### config.mk
export PLATFORM = sky130hd
export DESIGN_NAME = atm_session_sequencer_flat
export DESIGN_NICKNAME = d
export VERILOG_FILES = /design/src/rtl/atm_session_sequencer_if.sv /design/src/rtl/atm_session_sequencer.sv /design/src/flat_wrapper.sv
export SDC_FILE = /design/constraint.sdc
export NUM_CORES = 1
export LEC_CHECK = 0
export CORE_MARGIN = 2
export CORE_UTILIZATION = 43
export CTS_CLUSTER_SIZE = 12
export DETAILED_ROUTE_END_ITERATION = 16
export PLACE_DENSITY = 0.85
export SLEW_MARGIN = 30
export SYNTH_ARGS = -nofsm -noshare
export SYNTH_HDL_FRONTEND = slang
export SYNTH_SLANG_ARGS = --single-unit
### constraint.sdc
create_clock -name clk -period 1.9 [get_ports clk]
set_input_delay 0.285 -clock clk [delete_from_list [all_inputs] [get_ports clk]]
set_output_delay 0.285 -clock clk [all_outputs]
set_load 0.005 [all_outputs]
### src/rtl/atm_session_sequencer_if.sv
// Datapath handshake between the ATM session sequencer (master) and the
// account/balance datapath (slave). One operation is in flight at a time:
// dp_req stays high with dp_op/dp_amount stable until dp_ack is seen.
interface atm_session_sequencer_if #(
  parameter int AMT_W = 32
);
  logic             dp_req;
  logic [1:0]       dp_op;
  logic [AMT_W-1:0] dp_amount;
  logic             dp_ack;
  logic             dp_ok;

  modport master (output dp_req, dp_op, dp_amount, input dp_ack, dp_ok);
  modport slave  (input dp_req, dp_op, dp_amount, output dp_ack, dp_ok);
endinterface

### src/rtl/atm_session_sequencer.sv
// ATM card session sequencer: language, PIN with attempt limit, menu,
// datapath operation over req/ack, eject or retain.
// Optional feature macro: ATM_TIMEOUT_EN enables the inactivity timer
// (forced eject after TIMEOUT_CYCLES idle cycles in LANG/PIN/MENU/RESULT).
//
// state  | meaning
// IDLE   | no card; clears tries, correctPassword, lang_sel
// LANG   | waiting for language choice
// PIN    | waiting for PIN entry, counting failures
// MENU   | waiting for operation choice
// EXEC   | dp_req held until dp_ack; aborts deferred
// RESULT | waiting for "another operation?" answer
// EJECT  | cardEject until card removed
// RETAIN | cardRetained until slot reads empty
module atm_session_sequencer #(
  parameter int MAX_PIN_TRIES  = 3,
  parameter int TIMEOUT_CYCLES = 1000,
  parameter int AMT_W          = 32
) (
  input  logic                           clk,
  input  logic                           reset,
  input  logic                           cardIn,
  input  logic                           ejectCard,
  input  logic                           langValid,
  input  logic                           Language,
  input  logic                           pinValid,
  input  logic                           pinMatch,
  input  logic                           opValid,
  input  logic [1:0]                     opCode,
  input  logic [AMT_W-1:0]               amount,
  input  logic                           anotherValid,
  input  logic                           Another_Operation,
  atm_session_sequencer_if.master        dp,
  output logic                           lang_sel,
  output logic                           correctPassword,
  output logic                           Balance_Shown,
  output logic                           Deposited_Successfully,
  output logic                           Withdrawed_Successfully,
  output logic                           opFailed,
  output logic                           ATM_Usage_Finished,
  output logic                           cardEject,
  output logic                           cardRetained
);

  typedef enum logic [2:0] {IDLE, LANG, PIN, MENU, EXEC, RESULT, EJECT, RETAIN} state_t;

  state_t           state, state_nxt;
  logic [1:0]       tries, tries_nxt, tries_inc;
  logic             lang_nxt, cp_nxt;
  logic             req_q, req_nxt;
  logic [1:0]       op_q, op_nxt;
  logic [AMT_W-1:0] amt_q, amt_nxt;
  logic             bal_nxt, dep_nxt, wdr_nxt, fail_nxt, fin_nxt, ej_nxt, ret_nxt;
  logic             wait_st, timeout, abort;

  assign wait_st = (state == LANG) || (state == PIN) || (state == MENU) || (state == RESULT);
  // Card removal and cancel outrank the timer, which outranks data pulses.
  assign abort   = wait_st && (!cardIn || ejectCard || timeout);

`ifdef ATM_TIMEOUT_EN
  localparam int TMR_W = (TIMEOUT_CYCLES > 2) ? $clog2(TIMEOUT_CYCLES) : 1;

  logic [TMR_W-1:0] timer;
  logic             data_acc, nxt_wait;

  assign timeout  = wait_st && (timer == '0);
  assign data_acc = wait_st && !abort &&
                    ((state == LANG   && langValid) || (state == PIN    && pinValid) ||
                     (state == MENU   && opValid)   || (state == RESULT && anotherValid));
  assign nxt_wait = (state_nxt == LANG) || (state_nxt == PIN) ||
                    (state_nxt == MENU) || (state_nxt == RESULT);

  // Inactivity down-counter: reload on entry or accepted pulse, expire at 0.
  always_ff @(posedge clk or negedge reset) begin
    if (!reset)
      timer <= '0;
    else if (!nxt_wait)
      timer <= '0;
    else if (state_nxt != state || data_acc)
      timer <= TMR_W'(TIMEOUT_CYCLES - 1);
    else if (timer != '0)
      timer <= timer - 1'b1;
  end
`else
  // No inactivity timer: sessions wait indefinitely (TIMEOUT_CYCLES is >= 2, so this is 0).
  assign timeout = (TIMEOUT_CYCLES == 0);
`endif

  // Next-state and next-output logic; all outputs are registered below.
  always_comb begin
    state_nxt = state;
    tries_inc = (tries == 2'd3) ? tries : tries + 2'd1;
    tries_nxt = tries;
    lang_nxt  = lang_sel;
    cp_nxt    = correctPassword;
    op_nxt    = op_q;
    amt_nxt   = amt_q;
    bal_nxt   = 1'b0;
    dep_nxt   = 1'b0;
    wdr_nxt   = 1'b0;
    fail_nxt  = 1'b0;
    if (abort) begin
      state_nxt = EJECT;
    end else begin
      case (state)
        IDLE: begin
          tries_nxt = 2'd0;
          lang_nxt  = 1'b0;
          cp_nxt    = 1'b0;
          if (cardIn) state_nxt = LANG;
        end
        LANG: if (langValid) begin
          lang_nxt  = Language;
          state_nxt = PIN;
        end
        PIN: if (pinValid) begin
          if (pinMatch) begin
            cp_nxt    = 1'b1;
            state_nxt = MENU;
          end else begin
            tries_nxt = tries_inc;
            if (tries_inc >= 2'(MAX_PIN_TRIES)) state_nxt = RETAIN;
          end
        end
        MENU: if (opValid) begin
          if (opCode == 2'b00) begin
            state_nxt = EJECT;
          end else begin
            op_nxt    = opCode;
            amt_nxt   = amount;
            state_nxt = EXEC;
          end
        end
        EXEC: if (dp.dp_ack) begin
          state_nxt = RESULT;
          if (dp.dp_ok) begin
            bal_nxt = (op_q == 2'b01);
            dep_nxt = (op_q == 2'b10);
            wdr_nxt = (op_q == 2'b11);
          end else begin
            fail_nxt = 1'b1;
          end
        end
        RESULT: if (anotherValid) state_nxt = Another_Operation ? MENU : EJECT;
        EJECT, RETAIN: if (!cardIn) state_nxt = IDLE;
        default: state_nxt = IDLE;
      endcase
    end
    req_nxt = (state_nxt == EXEC);
    ej_nxt  = (state_nxt == EJECT);
    ret_nxt = (state_nxt == RETAIN);
    fin_nxt = (state_nxt != state) && (state_nxt == EJECT || state_nxt == RETAIN);
  end

  // State, counters and registered outputs.
  always_ff @(posedge clk or negedge reset) begin
    if (!reset) begin
      state                   <= IDLE;
      tries                   <= 2'd0;
      lang_sel                <= 1'b0;
      correctPassword         <= 1'b0;
      req_q                   <= 1'b0;
      op_q                    <= 2'b00;
      amt_q                   <= '0;
      Balance_Shown           <= 1'b0;
      Deposited_Successfully  <= 1'b0;
      Withdrawed_Successfully <= 1'b0;
      opFailed                <= 1'b0;
      ATM_Usage_Finished      <= 1'b0;
      cardEject               <= 1'b0;
      cardRetained            <= 1'b0;
    end else begin
      state                   <= state_nxt;
      tries                   <= tries_nxt;
      lang_sel                <= lang_nxt;
      correctPassword         <= cp_nxt;
      req_q                   <= req_nxt;
      op_q                    <= op_nxt;
      amt_q                   <= amt_nxt;
      Balance_Shown           <= bal_nxt;
      Deposited_Successfully  <= dep_nxt;
      Withdrawed_Successfully <= wdr_nxt;
      opFailed                <= fail_nxt;
      ATM_Usage_Finished      <= fin_nxt;
      cardEject               <= ej_nxt;
      cardRetained            <= ret_nxt;
    end
  end

  assign dp.dp_req    = req_q;
  assign dp.dp_op     = op_q;
  assign dp.dp_amount = amt_q;

endmodule

### src/flat_wrapper.sv
// flat-port wrapper written by rule: the top's interface ports become plain ports
module atm_session_sequencer_flat 
#(
  parameter int MAX_PIN_TRIES  = 3,
  parameter int TIMEOUT_CYCLES = 1000,
  parameter int AMT_W          = 32
)
  (clk, reset, cardIn, ejectCard, langValid, Language, pinValid, pinMatch, opValid, opCode, amount, anotherValid, Another_Operation, lang_sel, correctPassword, Balance_Shown, Deposited_Successfully, Withdrawed_Successfully, opFailed, ATM_Usage_Finished, cardEject, cardRetained, dp_dp_req, dp_dp_op, dp_dp_amount, dp_dp_ack, dp_dp_ok);
  atm_session_sequencer_if #(.AMT_W(AMT_W)) dp_i ();
  input  logic clk;
  input  logic reset;
  input  logic cardIn;
  input  logic ejectCard;
  input  logic langValid;
  input  logic Language;
  input  logic pinValid;
  input  logic pinMatch;
  input  logic opValid;
  input  logic [1:0] opCode;
  input  logic [AMT_W-1:0] amount;
  input  logic anotherValid;
  input  logic Another_Operation;
  output logic lang_sel;
  output logic correctPassword;
  output logic Balance_Shown;
  output logic Deposited_Successfully;
  output logic Withdrawed_Successfully;
  output logic opFailed;
  output logic ATM_Usage_Finished;
  output logic cardEject;
  output logic cardRetained;
  output wire logic [$bits(dp_i.dp_req)-1:0] dp_dp_req;
  output wire logic [$bits(dp_i.dp_op)-1:0] dp_dp_op;
  output wire logic [$bits(dp_i.dp_amount)-1:0] dp_dp_amount;
  input wire logic [$bits(dp_i.dp_ack)-1:0] dp_dp_ack;
  input wire logic [$bits(dp_i.dp_ok)-1:0] dp_dp_ok;
  assign dp_dp_req = dp_i.dp_req;
  assign dp_dp_op = dp_i.dp_op;
  assign dp_dp_amount = dp_i.dp_amount;
  assign dp_i.dp_ack = dp_dp_ack;
  assign dp_i.dp_ok = dp_dp_ok;
  atm_session_sequencer #(.MAX_PIN_TRIES(MAX_PIN_TRIES), .TIMEOUT_CYCLES(TIMEOUT_CYCLES), .AMT_W(AMT_W)) u_core (.clk(clk), .reset(reset), .cardIn(cardIn), .ejectCard(ejectCard), .langValid(langValid), .Language(Language), .pinValid(pinValid), .pinMatch(pinMatch), .opValid(opValid), .opCode(opCode), .amount(amount), .anotherValid(anotherValid), .Another_Operation(Another_Operation), .dp(dp_i), .lang_sel(lang_sel), .correctPassword(correctPassword), .Balance_Shown(Balance_Shown), .Deposited_Successfully(Deposited_Successfully), .Withdrawed_Successfully(Withdrawed_Successfully), .opFailed(opFailed), .ATM_Usage_Finished(ATM_Usage_Finished), .cardEject(cardEject), .cardRetained(cardRetained));
endmodule
==> flow_summary.ini <==
[outcome]
status = completed

[yosys]
ys_types = 34
ys_warn_count = 0
synth_area_per_cell_um2 = 13.4
syn_nets = 212
ys_seq_elements = 49
synth_area_um2 = 2210
synthCells = 165
yosysSeqAreaShare = 0.554

[sta]
grt_setup_unrepaired = no
timing.final.crit_share = 0.861
tightest_slew_ns = 0.414
final.setup_skew_ns = 0.00325
report.final.slew_viol_count = 0
period_minus_slack_ns = 1.64
hold_viol = 0
timing.fmax_ghz = 0.611
hold_slack_ns = 0.414
slew-limit-headroom = 0.724
setup_viol = 0
timing.setup.tns_ns = 0

[pwr]
p_leak_uw = 0.00154
ir_drop_mv = 0.634
power_density_nw_per_um2 = 1310

[clock_network]
clockRootBuffer = clkbuf_8
cts_buffers = 5
clk_latency_ns = 0.29
clkSlewWorstSetupHoldPaths_ns = 0.08
htreeDepth = 2
clockBufferDepth = 2
clock_sinks = 49
post_cts_resized = 0
cts_tree = yes

[floorplanning]
start_util = 0.439
num_io_pins = 91
fp.dieW_um = 75.7
die_h_um = 75.7
core-area_um2 = 5040
num_rows = 26
die_area_um2 = 5740

[routing]
route.detailed.wl_per_inst_um = 14.2
postRouteAntennaNets = 0
routed_wl_um = 4750
drtIter0Drc = 36
drc = 0
vias = 1618
via_per_inst = 4.84
first_pass_iters = 4

[critical_path]
path_class = reg -> reg
cp-end-kind = flip-flop
reg2reg_depth = 4
arrival_ns = 1.81
crit_path_start_kind = flip-flop
r2r_start = u_core.state[1]$_DFF_PN0_
timing.rr.end = u_core.dp.dp_amount[10]$_DFFE_PN0P_
reg2reg_slack_ns = 0.26
crit_fanout = 17
crit_required_ns = 2.08

[global_route]
grt_max_degree = 19
overflow = 0
grtUsageTotal = 0.169
antenna_found_initial = 0
grt_pass1_vias = 1589
grt_pass1_wl_um = 7220

[place]
io_buffers = 90
place_congestion = 0.809
placed_cell_area_um2 = 3210
dp_hpwl_um = 3640
dp.cells = 325

[worst_hold_path]
worst_hold_path_type = in -> async

[cells_and_area]
instances_no_fill = 334
layout_commonest_cell = clkdlybuf4s50_1
final_cell_mix = clkdlybuf4s50_1, dfrtp_1, mux2_4
drive_above_1_share = 0.186
fin_area_um2 = 3300
fin_nets = 310
area_growth_pct = 49.2
diodes = 0

[run]
maxCapViolCount = 0
[registers in the layout (all words and copies together) (netlist names)]
register and count:
u_core.lang_sel 1, u_core.dp.dp_op 2, u_core.cardEject 1, u_core.Withdrawed_Successfully 1, u_core.cardRetained 1, u_core.Deposited_Successfully 1
u_core.Balance_Shown 1, u_core.state 3, u_core.correctPassword 1, u_core.ATM_Usage_Finished 1, u_core.dp.dp_req 1, u_core.opFailed 1
u_core.tries 2, u_core.dp.dp_amount 32
[through the flow]
| stage | total power [uW] | setup slack, ns | utilization |
|---|---|---|---|
| 2_1_floorplan | 2710 | 0.522 | - |
| 3_3_place_gp | 3690 | 0.112 | 0.636 |
| 3_5_place_dp | 3760 | 0.0612 | 0.636 |
| 4_1_cts | 4370 | 0.269 | 0.655 |
| 5_1_grt | 4600 | 0.168 | 0.655 |
| 6_report | 4320 | 0.264 | 0.655 |
[cell usage after synthesis]
master / number / share of area
a31o_1: 1 / 0.0040
o31ai_1: 1 / 0.0034
nor3b_1: 1 / 0.0034
a31oi_1: 1 / 0.0028
mux2_1: 4 / 0.020
nand2_1: 10 / 0.017
o22ai_2: 1 / 0.0057
nor3_1: 2 / 0.0045
nor2_1: 14 / 0.024
dfrtp_1: 49 / 0.55
mux2_2: 1 / 0.0051
a2bb2oi_1: 1 / 0.0040
o221ai_1: 1 / 0.0040
buf_4: 1 / 0.0034
a221o_1: 1 / 0.0045
nand3_1: 2 / 0.0045
a21boi_1: 1 / 0.0034
a41oi_1: 1 / 0.0040
nor2_2: 1 / 0.0028
nor2b_1: 3 / 0.0085
buf_2: 1 / 0.0023
buf_6: 4 / 0.020
or2_1: 1 / 0.0028
o21ai_1: 1 / 0.0023
and2b_1: 2 / 0.0068
inv_1: 5 / 0.0085
mux2_4: 30 / 0.20
a21bo_2: 1 / 0.0045
a41oi_2: 1 / 0.0074
o21ai_0: 5 / 0.011
o211ai_1: 1 / 0.0034
a21oi_1: 11 / 0.025
nand2b_1: 4 / 0.011
nand3_4: 1 / 0.0079
[worst max-delay path by stage]
stage	from	endpoint	cells after the start
3_3_place_gp	opValid	u_core.dp.dp_amount[8]$_DFFE_PN0P_	6
5_1_grt	u_core.state[2]$_DFF_PN0_	u_core.lang_sel$_DFFE_PN0P_	5
3_5_place_dp	opValid	u_core.dp.dp_amount[10]$_DFFE_PN0P_	6
2_1_floorplan	u_core.state[2]$_DFF_PN0_	u_core.dp.dp_amount[0]$_DFFE_PN0P_	4
6_report	u_core.state[1]$_DFF_PN0_	u_core.dp.dp_amount[10]$_DFFE_PN0P_	4
4_1_cts	u_core.state[1]$_DFF_PN0_	u_core.dp.dp_amount[10]$_DFFE_PN0P_	4
[area by class of cell]
class | count | area (um2)
inverter | 5 | 18.8
multi-input combinational | 105 | 911
clock buffer | 7 | 76.3
tap | 70 | 87.6
sequential | 49 | 1230
fill | 400 | 1740
clock inverter | 1 | 7.51
timing repair buffer | 97 | 976
[cell families (layout without fill, tap and decap cells)]
group,after synthesis,count (layout),share of synthesized area
AOI/OAI and AO/OA,29,29,0.0893
DFF,49,49,0.554
and+or+nand+nor,41,41,0.0933
buffers and inverters,11,110,0.0345
muxes,35,35,0.229
[report_power, final]
part           switching [uW]  internal (uW)  leakage (uW)
logic                     619           1330      0.000848
registers                 315           1470      0.000652
clock network             325            261     0.0000385
[layer usage]
layer  track usage  part of all wire  vias to the layer above
li1              -                 -                      767
met1         0.206              0.44                      782
met2         0.287              0.47                       64
met3        0.0489             0.077                        5
met4        0.0546            0.0099                        0
met5             0                 0                        -
[what timing repair did]
item                      CTS  global route
hold endpoints to repair   14             0
buffers inserted            0             0
hold buffers                1             0
[critical path, stage by stage, from the launching register on]
cell and delay [ns]:
dfrtp_1 0.60, and2b_1 0.29, nand3_4 0.12, buf_12 0.18
mux2_1 0.33
Power figures use the tool's default switching activity.
